`config.mk`:
```
export PLATFORM = sky130hd
export DESIGN_NAME = tlp_pkt_fifo
export DESIGN_NICKNAME = d
export VERILOG_FILES = /design/src/rtl/tlp_pkt_fifo.sv
export SDC_FILE = /design/constraint.sdc
export NUM_CORES = 2
export LEC_CHECK = 0
export CAP_MARGIN = 20
export CORE_MARGIN = 5
export CORE_UTILIZATION = 45
export CTS_CLUSTER_SIZE = 25
export DETAILED_ROUTE_END_ITERATION = 8
export GPL_TIMING_DRIVEN = 1
export MAX_ROUTING_LAYER = met4
export PLACE_DENSITY = 0.6
export SLEW_MARGIN = 20
export SYNTH_ARGS = -nofsm -noshare
export SYNTH_HDL_FRONTEND = slang
export SYNTH_MEMORY_MAX_BITS = 65536
export SYNTH_SLANG_ARGS = --single-unit
```
`constraint.sdc`:
```
create_clock -name clk -period 22.3 [get_ports clk]
set_input_delay 2.23 -clock clk [delete_from_list [all_inputs] [get_ports clk]]
set_output_delay 2.23 -clock clk [all_outputs]
set_load 0.02 [all_outputs]
```
`src/rtl/tlp_pkt_fifo.sv`:
```
// tlp_pkt_fifo: packet-aware TLP FIFO holding header+payload beats with SOP/EOP framing.
// Store-and-forward builds each TLP behind a speculative write pointer and publishes it
// on EOP; cut-through publishes every beat as it is written. Producer abort, oversize
// recovery (discard until EOP) and framing errors are reported as one-cycle pulses.
module tlp_pkt_fifo #(
  parameter int DEPTH          = 16,
  parameter int ADDR_WIDTH     = 4,
  parameter int TLP_DATA_WIDTH = 128,
  parameter int TLP_HDR_WIDTH  = 128,
  parameter bit STORE_FWD      = 1'b1,
  parameter int AFULL_THRESH   = 12
) (
  input  logic                      clk,
  input  logic                      rst,
  input  logic [TLP_DATA_WIDTH-1:0] in_data,
  input  logic [TLP_HDR_WIDTH-1:0]  in_hdr,
  input  logic                      in_valid,
  input  logic                      in_sop,
  input  logic                      in_eop,
  input  logic                      in_abort,
  output logic                      in_ready,
  output logic [TLP_DATA_WIDTH-1:0] out_data,
  output logic [TLP_HDR_WIDTH-1:0]  out_hdr,
  output logic                      out_sop,
  output logic                      out_eop,
  output logic                      out_valid,
  input  logic                      out_ready,
  output logic [ADDR_WIDTH:0]       level,
  output logic [ADDR_WIDTH:0]       pkt_count,
  output logic                      almost_full,
  output logic                      drop_pulse,
  output logic                      err_pulse
);

  localparam int PW = ADDR_WIDTH + 1;
  localparam int EW = TLP_HDR_WIDTH + TLP_DATA_WIDTH + 2;

  typedef enum logic [1:0] {
    ST_IDLE    = 2'd0,
    ST_PKT     = 2'd1,
    ST_DISCARD = 2'd2
  } wr_state_t;

  wr_state_t state_r, state_nxt_s;

  // Pointers carry one extra wrap bit so full and empty stay distinguishable.
  logic [PW-1:0] wr_spec_r, wr_cmt_r, rd_r;
  logic [PW-1:0] wr_spec_nxt_s, wr_cmt_nxt_s;
  logic [PW-1:0] level_s;
  logic [PW-1:0] pkt_count_r;

  logic                  full_s, accept_s, rd_fire_s, oversize_s, abort_s;
  logic                  wr_en_s;
  logic [ADDR_WIDTH-1:0] wr_addr_s;
  logic                  commit_s, drop_s, err_s, pop_eop_s;
  logic                  drop_pulse_r, err_pulse_r;

  logic [EW-1:0] mem_r [DEPTH];
  logic [EW-1:0] head_s;

  assign level_s  = wr_spec_r - rd_r;
  assign full_s   = (level_s == PW'(DEPTH));
  // The discard state never stores anything, so it keeps accepting to flush the bad TLP.
  assign in_ready = (!full_s || (state_r == ST_DISCARD)) && !rst;
  assign accept_s = in_valid && in_ready;
  assign abort_s  = STORE_FWD && in_abort && in_eop;

  // A partial TLP that would fill the whole FIFO with nothing committed ahead of it can never
  // be released, so it is dropped rather than left to deadlock the producer.
  assign oversize_s = STORE_FWD && (state_r == ST_PKT) && !in_sop &&
                      ((level_s + PW'(1)) == PW'(DEPTH)) && (wr_cmt_r == rd_r);

  assign head_s    = mem_r[rd_r[ADDR_WIDTH-1:0]];
  assign out_valid = (rd_r != wr_cmt_r);
  assign out_hdr   = head_s[EW-1 -: TLP_HDR_WIDTH];
  assign out_data  = head_s[TLP_DATA_WIDTH+1 : 2];
  assign out_sop   = head_s[1];
  assign out_eop   = head_s[0];
  assign rd_fire_s = out_valid && out_ready;
  assign pop_eop_s = rd_fire_s && out_eop;

  assign level       = level_s;
  assign pkt_count   = pkt_count_r;
  assign almost_full = (level_s >= PW'(AFULL_THRESH));
  assign drop_pulse  = drop_pulse_r;
  assign err_pulse   = err_pulse_r;

  // Write-side framing state register.
  always_ff @(posedge clk or posedge rst) begin
    if (rst) begin
      state_r <= ST_IDLE;
    end else begin
      state_r <= state_nxt_s;
    end
  end

  // Next framing state from the accepted beat.
  always_comb begin
    state_nxt_s = state_r;
    if (accept_s) begin
      case (state_r)
        ST_IDLE: begin
          if (in_sop && !in_eop) begin
            state_nxt_s = ST_PKT;
          end else begin
            state_nxt_s = ST_IDLE;
          end
        end
        ST_PKT: begin
          if (oversize_s) begin
            state_nxt_s = in_eop ? ST_IDLE : ST_DISCARD;
          end else if (in_eop) begin
            state_nxt_s = ST_IDLE;
          end else begin
            state_nxt_s = ST_PKT;
          end
        end
        ST_DISCARD: begin
          if (in_eop) begin
            state_nxt_s = ST_IDLE;
          end else begin
            state_nxt_s = ST_DISCARD;
          end
        end
        default: state_nxt_s = ST_IDLE;
      endcase
    end else begin
      state_nxt_s = state_r;
    end
  end

  // Write enable, write address, pointer updates and event flags for the accepted beat.
  always_comb begin
    wr_en_s       = 1'b0;
    wr_addr_s     = wr_spec_r[ADDR_WIDTH-1:0];
    wr_spec_nxt_s = wr_spec_r;
    wr_cmt_nxt_s  = wr_cmt_r;
    commit_s      = 1'b0;
    drop_s        = 1'b0;
    err_s         = 1'b0;
    if (accept_s) begin
      case (state_r)
        ST_IDLE: begin
          if (!in_sop) begin
            err_s = 1'b1;
          end else if (abort_s) begin
            drop_s = 1'b1;
          end else begin
            wr_en_s       = 1'b1;
            wr_spec_nxt_s = wr_spec_r + PW'(1);
            commit_s      = in_eop;
          end
        end
        ST_PKT: begin
          if (in_sop && STORE_FWD) begin
            // Restart: throw away the partial TLP and begin the new one at the commit point.
            err_s         = 1'b1;
            wr_spec_nxt_s = wr_cmt_r;
            if (abort_s) begin
              drop_s = 1'b1;
            end else begin
              wr_en_s       = 1'b1;
              wr_addr_s     = wr_cmt_r[ADDR_WIDTH-1:0];
              wr_spec_nxt_s = wr_cmt_r + PW'(1);
              commit_s      = in_eop;
            end
          end else if (oversize_s) begin
            drop_s        = 1'b1;
            err_s         = 1'b1;
            wr_spec_nxt_s = wr_cmt_r;
          end else if (abort_s) begin
            drop_s        = 1'b1;
            wr_spec_nxt_s = wr_cmt_r;
          end else begin
            err_s         = in_sop;
            wr_en_s       = 1'b1;
            wr_spec_nxt_s = wr_spec_r + PW'(1);
            commit_s      = in_eop;
          end
        end
        ST_DISCARD: begin
          wr_en_s = 1'b0;
        end
        default: begin
          wr_en_s = 1'b0;
        end
      endcase
    end else begin
      wr_en_s = 1'b0;
    end
    // Cut-through publishes every written beat; store-and-forward only on a clean EOP.
    if (commit_s || (!STORE_FWD && wr_en_s)) begin
      wr_cmt_nxt_s = wr_spec_nxt_s;
    end else begin
      wr_cmt_nxt_s = wr_cmt_r;
    end
  end

  // Beat storage; contents need no reset because pointers define what is valid.
  always_ff @(posedge clk) begin
    if (wr_en_s) begin
      mem_r[wr_addr_s] <= {in_hdr, in_data, in_sop, in_eop};
    end
  end

  // Pointer registers and registered event pulses.
  always_ff @(posedge clk or posedge rst) begin
    if (rst) begin
      wr_spec_r    <= {PW{1'b0}};
      wr_cmt_r     <= {PW{1'b0}};
      rd_r         <= {PW{1'b0}};
      drop_pulse_r <= 1'b0;
      err_pulse_r  <= 1'b0;
    end else begin
      wr_spec_r    <= wr_spec_nxt_s;
      wr_cmt_r     <= wr_cmt_nxt_s;
      rd_r         <= rd_fire_s ? (rd_r + PW'(1)) : rd_r;
      drop_pulse_r <= drop_s;
      err_pulse_r  <= err_s;
    end
  end

  // Count of published TLPs whose EOP has not yet been read out.
  always_ff @(posedge clk or posedge rst) begin
    if (rst) begin
      pkt_count_r <= {PW{1'b0}};
    end else if (commit_s && !pop_eop_s) begin
      pkt_count_r <= pkt_count_r + PW'(1);
    end else if (!commit_s && pop_eop_s) begin
      pkt_count_r <= pkt_count_r - PW'(1);
    end else begin
      pkt_count_r <= pkt_count_r;
    end
  end

endmodule

```
==> results <==
- The count of cells along the worst hold path is 1.
- The minimum clock period is 10.17 ns.
- Routability-driven placement finished with a final weighted congestion of between 0.8 and 0.9.
- Setup repair after global routing left no endpoint under its margin.
- The flip-flop and latch area is 0.1246 sq mm.
- The clock passes through at most 4 buffers.
- The aggregate negative setup slack is 0 ns.
- The maximum clock frequency is a little under 100 MHz.
- The total count of hold-check failures in the final report is 0.
- The layout has 26080 filler cells.
- The post-DP HPWL is 188900 um.
- In this run the standard cell core region covers 0.3462 sq mm.
- The power per standard cell area is 124.2 mW/mm^2.
- CTS saw 4152 sinks.
- Max-cap violations in this run came to 0.
- The share of flip-flops with an asynchronous set or reset after synthesis is less than 1%.
- Setup violations remaining at the end of the flow were counted as 0.
- The maximum clock skew at final layout is 0.06960 ns.
- Clock-pin slew was measured on the worst setup and hold paths at 0.06 ns.
- The H-tree generated during clock tree synthesis spans 5 levels.
- The reg-to-reg startpoint is rd_r[0].
- Along the worst path, the maximum fanout reaches ~150.
- The worst pin sits at a relative slew slack of 21.77%.
- The first element of the critical path is rd_r[1].
- The total number of nets in the final design is between 7000 and 8000.
- The worst setup path is of the reg2out kind.
- The category of the worst setup path capture point is an output pin.
- The number of buffers added to fix hold violations after cts is 0.
- The clock tree from TritonCTS is yes.
- The via count of the first global-routing pass is 72790.
- The data required time of the critical path is 20.07 ns.
- The most common library cell in the layout ignoring fill and taps is sky130_fd_sc_hd__edfxtp_1.
- The area used by multi-input combinational logic is 0.03073 sq mm.
- The number of primary I/O pins is roughly 540.
- The residual overflow from global routing is 0.
- IR analysis of the VDD net gives a maximum drop of 0.00009489 V.
- Port buffering added 535 buffers.
- The initial antenna violation count is between 80 and 90.
- For the worst-skew pair, the clock arrives at the later sink with an insertion delay of between 0.9 and 1 ns.
- The first global-routing pass estimated ~530000 um of wire.
- The distinct cell type count after synthesis is between 60 and 70.
- The post-detailed-route via-to-cell ratio is 5.878.
- The pin count of the biggest net entering global routing is 149.
- The yosys synthesis warning count is 0.
- The worst min-delay path category is reg2reg.
- The share of layout cells above drive strength 1 is 28.84%.
- The final wirelength is 368100 um.
- The final core utilization is about 52%.
- The number of design rule violations left after detail routing is 0.
- The number of synthesized flops with an enable pin is 4128.
- The effective utilization at floorplan is 45.18%.
- The most used flip-flop cell after synthesis is sky130_fd_sc_hd__edfxtp_1.
- Dividing the detail-routed wire length by the instance count gives 31.30 um.
- The total CTS buffers is 424.
- The share of the yosys chip area belonging to registers is 79.63%.
- The tightest hold path in the finished design has a slack of around 0.47 ns.
- Once routing completed, OpenROAD measured the worst setup slack at 12.13 ns.
- The total nets after synthesis is 6262.
- Relative to the synthesized area, the layout overhead comes to 15.97%.
- The number of max-slew violations in the final report is 0.
- The die covers around 0.36 sq mm.
- The final cell count without fillers is 11760.
- The worst hold path begins at pkt_count[4].
- The root buffer cell is sky130_fd_sc_hd__clkbuf_16.
- The final antenna-violating net count is 0.
- A synthesized cell averages around 26 sq um.
- The post-placement worst setup slack is 12.88 ns.
- Counting tap cells, the placed design contains a total of 10940 instances.
- At the worst endpoint, the arrival time is 7.94 ns.
- The violation count after the first detailed-routing iteration is between 6000 and 7000.
- After clock tree synthesis, the repair step resized 0 gates.
- The final critical path takes up between 40% and 50% of the cycle.
- The number of flip-flops and latches in the synthesized netlist is 4152.
- At the pin with the least slew margin, the transition time is roughly 1.2 ns.
- The worst setup path is launched from a register.
- The standard-cell row count is 216.
- The pre-antenna-repair detailed-routing pass consisted of 6 iterations.
- The synthesized netlist occupies a cell area of 0.1564 sq mm.
- The number of cells on the worst reg-to-reg path is 13.
- The number of post-CTS setup repair buffers is 0.
- The count of mapped cells out of synthesis is 5986.
- The number of vias in the routed layout is 69120.
- Summed over all cells, the static leakage comes to ~56 nW.
- In the layout the commonest cells are 4128 x sky130_fd_sc_hd__edfxtp_1, 1289 x sky130_fd_sc_hd__mux4_2, 535 x sky130_fd_sc_hd__clkdlybuf4s50_1.
- The run finished with clean final reports.
- Measured along the y axis, the die boundary spans roughly 600 um.
- Global routing used 21.02% of the available tracks.
- The die is 599.6 um wide.
[synthesized netlist by cell type, types with 3 or more instances]
cell / number / area (sq um)
sky130_fd_sc_hd__and2_1: 3 / 18.77
sky130_fd_sc_hd__nor4_1: 4 / 25.02
sky130_fd_sc_hd__nand3_1: 10 / 50.05
sky130_fd_sc_hd__clkbuf_1: 192 / 720.7
sky130_fd_sc_hd__a21o_1: 6 / 45.04
sky130_fd_sc_hd__o211ai_1: 3 / 22.52
sky130_fd_sc_hd__nand3b_1: 4 / 30.03
sky130_fd_sc_hd__nor3b_1: 3 / 22.52
sky130_fd_sc_hd__nand2b_1: 4 / 25.02
sky130_fd_sc_hd__buf_2: 46 / 230.2
sky130_fd_sc_hd__inv_1: 13 / 48.80
sky130_fd_sc_hd__a21oi_1: 13 / 65.06
sky130_fd_sc_hd__xnor2_1: 11 / 96.34
sky130_fd_sc_hd__xor2_1: 11 / 96.34
sky130_fd_sc_hd__dfrtp_1: 24 / 600.6
sky130_fd_sc_hd__edfxtp_1: 4128 / 124000
sky130_fd_sc_hd__buf_1: 68 / 255.2
sky130_fd_sc_hd__nand2_1: 28 / 105.1
sky130_fd_sc_hd__o21ai_0: 15 / 75.07
sky130_fd_sc_hd__mux4_2: 1289 / 29030
sky130_fd_sc_hd__a311oi_1: 3 / 26.28
sky130_fd_sc_hd__ha_1: 11 / 137.6
sky130_fd_sc_hd__nor2b_1: 3 / 18.77
sky130_fd_sc_hd__nor3_1: 9 / 45.04
sky130_fd_sc_hd__a31oi_1: 7 / 43.79
sky130_fd_sc_hd__mux2_4: 3 / 45.04
sky130_fd_sc_hd__nor2_1: 24 / 90.09
sky130_fd_sc_hd__o21ai_1: 3 / 15.01
[kinds of logic after synthesis]
kind of cell    count (synthesis)  synth area share [%]
compound gates                 74                0.3368
xor+xnor                       22                0.1232
fa+ha+maj                      13                0.1136
buf+inv                       320                0.8047
flops                        4152                 79.63
mux                          1295                 18.61
simple gates                  110                0.3799
[metal layers]
metal / vias to the layer above / GRT usage (%) / share of wire (%) / wire (um)
met1: 38290 / 27.27 / 40 / 146100
met2: 2185 / 35.15 / 52 / 191200
met3: 577 / 3.649 / 5.9 / 21690
met4: 0 / 4.877 / 2.5 / 9084
li1: 28060 / - / - / -
met5: - / - / 0 / 0
[through the flow]
step | instance area, sq um | power (mW)
finish | 181400 | 22.53
global route | 181400 | 23.48
CTS | 181200 | 22.89
detailed placement | 167800 | 16.04
global placement | 167800 | 16.00
floorplan | 156400 | 13.51
[sequential cells by signal, indices dropped and copies added (netlist names)]
| register | flops |
|---|---|
| drop_pulse | 1 |
| err_pulse | 1 |
| mem_r | 4128 |
| pkt_count | 5 |
| rd_r | 5 |
| state_r | 2 |
| wr_cmt_r | 5 |
| wr_spec_r | 5 |
[cell type report]
class	count	share of cell area, %
Sequential cell	4152	68.67
Multi-Input combinational cell	1514	16.94
Clock buffer	511	6.057
Timing Repair Buffer	679	3.717
Tap cell	4578	3.158
Clock inverter	270	1.366
Antenna cell	41	0.05656
Inverter	14	0.03311
[power breakdown]
part | switching (mW) | internal (mW) | leakage [nW]
clock | 2.95 | 3.88 | 6.56
sequential | 0.140 | 8.77 | 37.4
combinational | 3.46 | 3.33 | 11.7
total | 6.55 | 16.0 | 55.6
[critical path, stage by stage (launching register included)]
cell and delay [ns]:
sky130_fd_sc_hd__dfrtp_4 1.00, sky130_fd_sc_hd__buf_4 0.85, sky130_fd_sc_hd__buf_12 0.64, sky130_fd_sc_hd__buf_4 0.88
sky130_fd_sc_hd__buf_4 0.78, sky130_fd_sc_hd__buf_4 0.82, sky130_fd_sc_hd__mux4_2 0.42, sky130_fd_sc_hd__mux4_2 0.53
sky130_fd_sc_hd__clkdlybuf4s50_1 0.57
[worst paths after layout]
kind,slack (ns),endpoint
setup / recovery,12.13,out_hdr[9]
hold / removal,0.47,pkt_count[4]
setup reg to reg,14.64,mem_r[12][132]
hold reg to reg,0.47,pkt_count[4]
max in group asynchronous,20.20,rd_r[0]
min in group asynchronous,1.63,drop_pulse
Power figures use the tool's default switching activity.
